==> src/rtl/load_store_unit_pkg.sv <==
// lsu_encoding: shared encodings for the load/store unit.
// RV32I funct3 values for loads/stores, the LSU state type, and a
// legality helper for funct3 that both the aligner and the top use.
package lsu_encoding;

  localparam logic [2:0] F3_B  = 3'b000;
  localparam logic [2:0] F3_H  = 3'b001;
  localparam logic [2:0] F3_W  = 3'b010;
  localparam logic [2:0] F3_BU = 3'b100;
  localparam logic [2:0] F3_HU = 3'b101;

  typedef enum logic [1:0] {
    S_IDLE = 2'd0,
    S_REQ  = 2'd1,
    S_WAIT = 2'd2,
    S_RESP = 2'd3
  } lsu_state_t;

  // Stores only have SB/SH/SW; loads reject the unused encodings 3, 6 and 7.
  function automatic logic f3_illegal(input logic we, input logic [2:0] f3);
    if (we)
      return (f3 > F3_W);
    else
      return (f3 == 3'd3) || (f3 >= 3'd6);
  endfunction

endpackage

==> src/rtl/load_store_unit_align.sv <==
// lsu_align: purely combinational lane handling for the LSU.
// Request side: byte enables, store lane replication, misalign/illegal check.
// Response side: shift the read word down by the byte offset and extend.
import lsu_encoding::*;

module lsu_align (
  input  logic        we,
  input  logic [2:0]  funct3,
  input  logic [1:0]  off,
  input  logic [31:0] wdata,
  output logic [3:0]  be,
  output logic [31:0] wdata_rep,
  output logic        bad,
  input  logic [2:0]  ld_funct3,
  input  logic [1:0]  ld_off,
  input  logic [31:0] rdata,
  output logic [31:0] rdata_ext
);

  logic        misalign;
  logic [31:0] sh;

  // Request-side decode; funct3[1:0] selects access size (BU/HU share B/H sizes).
  always_comb begin
    be        = 4'b1111;
    wdata_rep = wdata;
    misalign  = 1'b0;
    case (funct3[1:0])
      2'b00: begin
        be        = 4'b0001 << off;
        wdata_rep = {4{wdata[7:0]}};
      end
      2'b01: begin
        be        = 4'b0011 << off;
        wdata_rep = {2{wdata[15:0]}};
        misalign  = off[0];
      end
      2'b10: begin
        misalign  = (off != 2'b00);
      end
      default: ;
    endcase
    bad = f3_illegal(we, funct3) | misalign;
  end

  // Response-side extraction with sign or zero extension.
  always_comb begin
    sh = rdata >> {ld_off, 3'b000};
    case (ld_funct3)
      F3_B:    rdata_ext = {{24{sh[7]}}, sh[7:0]};
      F3_H:    rdata_ext = {{16{sh[15]}}, sh[15:0]};
      F3_BU:   rdata_ext = {24'h000000, sh[7:0]};
      F3_HU:   rdata_ext = {16'h0000, sh[15:0]};
      default: rdata_ext = sh;
    endcase
  end

endmodule

==> src/rtl/load_store_unit.sv <==
// load_store_unit: RV32I memory-access stage on a req/gnt/rvalid bus.
// Optional bus timeout is compiled in with `define LSU_TIMEOUT_EN.
//
// state  | meaning
// S_IDLE | ready for a new access
// S_REQ  | mem_req high, waiting for mem_gnt
// S_WAIT | granted, waiting for mem_rvalid (load data or store ack)
// S_RESP | one-cycle resp_valid pulse to writeback
import lsu_encoding::*;

module load_store_unit #(
  parameter int TIMEOUT_CYCLES = 16
) (
  input  logic        clk,
  input  logic        rst,
  input  logic        req_valid,
  output logic        req_ready,
  input  logic        req_we,
  input  logic [2:0]  req_funct3,
  input  logic [31:0] req_addr,
  input  logic [31:0] req_wdata,
  output logic        resp_valid,
  output logic [31:0] resp_rdata,
  output logic        resp_err,
  output logic        mem_req,
  input  logic        mem_gnt,
  output logic        mem_we,
  output logic [31:0] mem_addr,
  output logic [3:0]  mem_be,
  output logic [31:0] mem_wdata,
  input  logic        mem_rvalid,
  input  logic [31:0] mem_rdata
);

  lsu_state_t  state_q, state_d;
  logic        accept;
  logic        bad;
  logic        timeout;
  logic        abort;
  logic [3:0]  be_c;
  logic [31:0] wdata_c;
  logic [31:0] rdata_ext;
  logic [2:0]  f3_q;
  logic [1:0]  off_q;

  lsu_align u_align (
    .we        (req_we),
    .funct3    (req_funct3),
    .off       (req_addr[1:0]),
    .wdata     (req_wdata),
    .be        (be_c),
    .wdata_rep (wdata_c),
    .bad       (bad),
    .ld_funct3 (f3_q),
    .ld_off    (off_q),
    .rdata     (mem_rdata),
    .rdata_ext (rdata_ext)
  );

  assign accept = (state_q == S_IDLE) && req_valid;

`ifdef LSU_TIMEOUT_EN
  localparam int TMR_W = $clog2(TIMEOUT_CYCLES + 1);
  logic [TMR_W-1:0] tmr_q;

  // Down-counter loaded on entry to S_REQ; terminal count means the budget is spent.
  always_ff @(posedge clk or posedge rst) begin
    if (rst)
      tmr_q <= '0;
    else if (accept && !bad)
      tmr_q <= TMR_W'(TIMEOUT_CYCLES - 1);
    else if ((state_q == S_REQ || state_q == S_WAIT) && tmr_q != '0)
      tmr_q <= tmr_q - 1'b1;
  end

  assign timeout = (tmr_q == '0);
`else
  // Without the timer the timeout length has no meaning; tie it off.
  logic unused_timeout_cfg;
  assign unused_timeout_cfg = |TIMEOUT_CYCLES;
  assign timeout = 1'b0;
`endif

  // A late rvalid still wins over the timeout; a late gnt does not.
  assign abort = timeout &&
                 ((state_q == S_REQ) || (state_q == S_WAIT && !mem_rvalid));

  // State register; reset discards any access in flight.
  always_ff @(posedge clk or posedge rst) begin
    if (rst)
      state_q <= S_IDLE;
    else
      state_q <= state_d;
  end

  // Next-state and state-decoded handshake outputs.
  always_comb begin
    state_d    = state_q;
    req_ready  = 1'b0;
    mem_req    = 1'b0;
    resp_valid = 1'b0;
    case (state_q)
      S_IDLE: begin
        req_ready = 1'b1;
        if (req_valid)
          state_d = bad ? S_RESP : S_REQ;
      end
      S_REQ: begin
        mem_req = 1'b1;
        if (abort)
          state_d = S_RESP;
        else if (mem_gnt)
          state_d = S_WAIT;
      end
      S_WAIT: begin
        if (mem_rvalid || abort)
          state_d = S_RESP;
      end
      S_RESP: begin
        resp_valid = 1'b1;
        state_d    = S_IDLE;
      end
      default: state_d = S_IDLE;
    endcase
  end

  // Capture request fields at accept and the response at completion.
  always_ff @(posedge clk or posedge rst) begin
    if (rst) begin
      mem_we     <= 1'b0;
      mem_addr   <= '0;
      mem_be     <= '0;
      mem_wdata  <= '0;
      f3_q       <= '0;
      off_q      <= '0;
      resp_rdata <= '0;
      resp_err   <= 1'b0;
    end else begin
      if (accept) begin
        mem_we     <= req_we;
        mem_addr   <= {req_addr[31:2], 2'b00};
        mem_be     <= be_c;
        mem_wdata  <= wdata_c;
        f3_q       <= req_funct3;
        off_q      <= req_addr[1:0];
        resp_rdata <= '0;
        resp_err   <= bad;
      end else if (state_q == S_WAIT && mem_rvalid) begin
        resp_rdata <= mem_we ? 32'h0 : rdata_ext;
        resp_err   <= 1'b0;
      end else if (abort) begin
        resp_rdata <= '0;
        resp_err   <= 1'b1;
      end
    end
  end

endmodule

==> config.mk <==
export PLATFORM = sky130hd
export DESIGN_NAME = load_store_unit
export DESIGN_NICKNAME = d
export VERILOG_FILES = /design/src/rtl/load_store_unit_pkg.sv /design/src/rtl/load_store_unit_align.sv /design/src/rtl/load_store_unit.sv
export SDC_FILE = /design/constraint.sdc
export NUM_CORES = 1
export LEC_CHECK = 0
export CORE_AREA = 5 5 121 123
export DETAILED_ROUTE_END_ITERATION = 16
export DIE_AREA = 0 0 126 128
export GPL_ROUTABILITY_DRIVEN = 0
export GPL_TIMING_DRIVEN = 0
export HOLD_SLACK_MARGIN = 0.1
export PLACE_DENSITY = 0.77
export SYNTH_ARGS = -nofsm -noshare
export SYNTH_HDL_FRONTEND = slang
export SYNTH_HIERARCHICAL = 1
export SYNTH_SLANG_ARGS = --single-unit
==> constraint.sdc <==
create_clock -name clk -period 2.9 [get_ports clk]
set_input_delay 0.29 -clock clk [delete_from_list [all_inputs] [get_ports clk]]
set_output_delay 0.29 -clock clk [all_outputs]
set_load 0.05 [all_outputs]
==> metrics.md <==
| Metric | Value |
|---|---|
| Final WL | 16200 um |
| Max Slew Vio Count | 0 |
| Gate Count Post-Synth | 448 |
| Remaining global-route overflow | 0 |
| Layout Nets | 785 |
| Ys flop type | dfrtp_1 |
| Crit path DAT | 2640 ps |
| Max_cap viols | 0 |
| Post-cts sizing count | 0 |
| Vias per cell | 5.22 |
| Leak | 3.49 nW |
| Final period util | 82.9% |
| CTS tree | built |
| Data required time of the critical path | 3140 ps |
| Initial antenna violation count | 0 |
| Status | finished clean |
| CTS max path bufs | 2 |
| H-tree Lvls | 3 |
| Via count | 4460 |
| Port Buffers | 207 |
| Post-synth EDFFs | 0 |
| Root Buffer | clkbuf_16 |
| Worst Tran Pin Value | 594 ps |
| Largest stage delay, worst path | 520 ps |
| DR iter-0 viols | 340 |
| Final setup fails | 0 |
| Synth Warn # | 6 |
| Startpoint types | input pin |
| Unrepaired setup endpoints after global routing | false |
| Post-Syn Area | 5270 um2 |
| Layout fillers | 1163 |
| Worst setup margin | 496 ps |
| Max frequency | 416 MHz |
| Die width | 126 um |
| Worst slew margin | 60.2% |
| Post-CTS Setup Bufs | 0 |
| Pin count of the biggest net entering global routing | 32 |
| FF+latch count, synth | 107 |
| Fin Setup TNS | 0 ps |
| Area Overhead vs Synth | 50.8% |
| Final Cell Area | 7950 um2 |
| Post-route DRC violation count | 0 |
| Dpl cell area | 7640 um2 |
| Post-synth cell types | 34 |
| Most frequent CP cell | clkbuf_1 |
| Num ports | 210 |
| Design Power | 10.1 mW |
| HPWL after DPL | 12700 um |
| Core Area | 13600 um2 |
| Average size of a mapped cell | 11.8 um2 |
| Worst skew pair latency | 350 ps |
| Rows | 43 |
| Worst-path maximum fanout | 10 |
| Final Skew | 8.47 ps |
| Post-layout minimum cycle time | 2400 ps |
| Worst Setup End Kind | register |
| Number of global-route vias before repair | 4832 |
| DR pass1 iterations | 5 |
| Setup WS pre-CTS | 147 ps |
| PwrDens | 1270 nW/um2 |
| Post-synthesis sequential area ratio | 50.8% |
| Die Footprint | 16100 um2 |
| Post-route ant nets | 0 |
| CP max-delay cell | clkdlybuf4s50_1 |
| Worst hold path class | input pin to async pin |
| Crit-path cells | clkdlybuf4s50_1, inv_1, ha_1, clkbuf_1, clkbuf_1, o22ai_1, mux2_2 |
| Starting Density | 38.9% |
| FFs w/ async S/R, synth | 100% |
| CTS Sinks | 107 |
| Fraction of layout cells with a size suffix above 1 | 20.1% |
| Die Height | 128 um |
| Num CTS Buffers | 9 |
| # diodes | 0 |
| CTS clk-pin slew, worst paths | 70 ps |
| First-pass GRT wire length | 25600 um |
| CTS Hold Bufs | 0 |
| Final hold slack | 329 ps |
| Hold Vio Cnt, Final | 0 |
| Global-route usage over all layers | 20.0% |
| Wirelength per Cell | 19.0 um |
| Worst IR Drop VDD | 0.560 mV |
| Critical path type | input pin to register |
==> cells in the final DEF (no fill, tap or decap), types with 8 or more instances in the layout <==
master	netlist	routed
inv_1	11	10
a21oi_1	8	8
nand2_1	49	49
a22oi_1	8	8
mux2i_1	23	23
nor2b_1	8	8
clkbuf_1	8	8
a22o_1	41	41
dfrtp_1	107	107
ha_1	10	10
buf_2	16	16
clkdlybuf4s50_1	0	207
mux2_2	75	75
nor2_1	22	22
o21ai_0	14	14
clkbuf_16	0	9
a211oi_1	14	14
buf_4	12	12
==> cell families (layout without fill, tap and decap cells) <==
kind of cell,Yosys count,in the layout,share of synthesized area (%)
buffers and inverters,50,276,5.08
and+or+nand+nor,85,85,7.17
AOI/OAI and AO/OA,97,97,14.1
other,1,2,0.0711
muxes,98,98,20.4
adders and majority gates,10,10,2.37
DFF,107,107,50.8
==> through the flow <==
stage / util [%] / std cells
3_5_place_dp: 56.3 / 839
4_1_cts: 58.6 / 855
2_1_floorplan: - / 449
6_report: 58.6 / 855
3_3_place_gp: 55.9 / 836
5_1_grt: 58.6 / 855
==> state kept, by name, summed over array words and instances (netlist names) <==
| name | flops |
|---|---|
| mem_wdata | 32 |
| resp_rdata | 32 |
| mem_addr | 30 |
| mem_be | 4 |
| f3_q | 3 |
| off_q | 2 |
| state_q | 2 |
| mem_we | 1 |
| resp_err | 1 |
==> layout make-up <==
cell class,count,area [um2],share of cell area [%]
sequential,107,2680,33.7
multi-input combinational,292,2330,29.3
tap,180,225,2.83
clock buffer,9,225,2.83
clock inverter,7,87.6,1.10
timing repair buffer,210,2130,26.8
inverter,11,45.0,0.567
buffer,39,226,2.85
==> synth_stat cells, types with 2 or more instances <==
library cell / instances / area (um2)
a211oi_1: 14 / 105
a21oi_1: 8 / 40.0
a22o_1: 41 / 359
a22oi_1: 8 / 60.1
buf_2: 16 / 80.1
buf_4: 12 / 90.1
buf_6: 2 / 22.5
clkbuf_1: 8 / 30.0
dfrtp_1: 107 / 2680
ha_1: 10 / 125
inv_1: 11 / 41.3
mux2_2: 75 / 845
mux2i_1: 23 / 230
nand2_1: 49 / 184
nor2_1: 22 / 82.6
nor2b_1: 8 / 50.1
o21ai_0: 14 / 70.1
o21ai_2: 2 / 17.5
o22ai_1: 3 / 18.8
==> report_power, final <==
group / leakage (nW) / switching [mW] / total [mW] / internal (mW)
sequential: 1.32 / 0.411 / 2.61 / 2.20
combinational: 2.01 / 3.92 / 6.25 / 2.32
clock: 0.151 / 0.593 / 1.28 / 0.687
total: 3.49 / 4.93 / 10.1 / 5.21
==> worst paths after layout <==
kind | to | startpoint | slack, ps | depth (start not counted)
worst max-delay path | mem_be[0] | req_funct3[1] | 500 | 7
worst min-delay path | mem_addr[24] | rst | 330 | 2
worst max register to register | mem_wdata[29] | state_q[1] | 1010 | 5
worst min register to register | resp_err | resp_err | 500 | 1
max in group asynchronous | mem_wdata[6] | rst | 1620 | 5
min in group clk | resp_err | resp_err | 500 | 1
==> layer usage <==
layer  vias to the layer above  part of all wire [%]  wire length (um)  global-route usage (%)
met1                      2159                    39              6290                    24.1
met4                         0                   1.7               275                    4.98
met2                       236                    48              7820                    32.9
met5                         -                     0                 0                       0
li1                       2044                     -                 -                       -
met3                        21                    11              1830                    9.13
==> worst max-delay path, delay by kind of cell <==
| kind | cells | cell delay, ps |
|---|---|---|
| buffers and inverters | 4 | 1690 |
| muxes | 1 | 280 |
| AOI/OAI and AO/OA | 1 | 160 |
| adders and majority gates | 1 | 210 |
No activity file was read; power rests on OpenSTA's default activity.
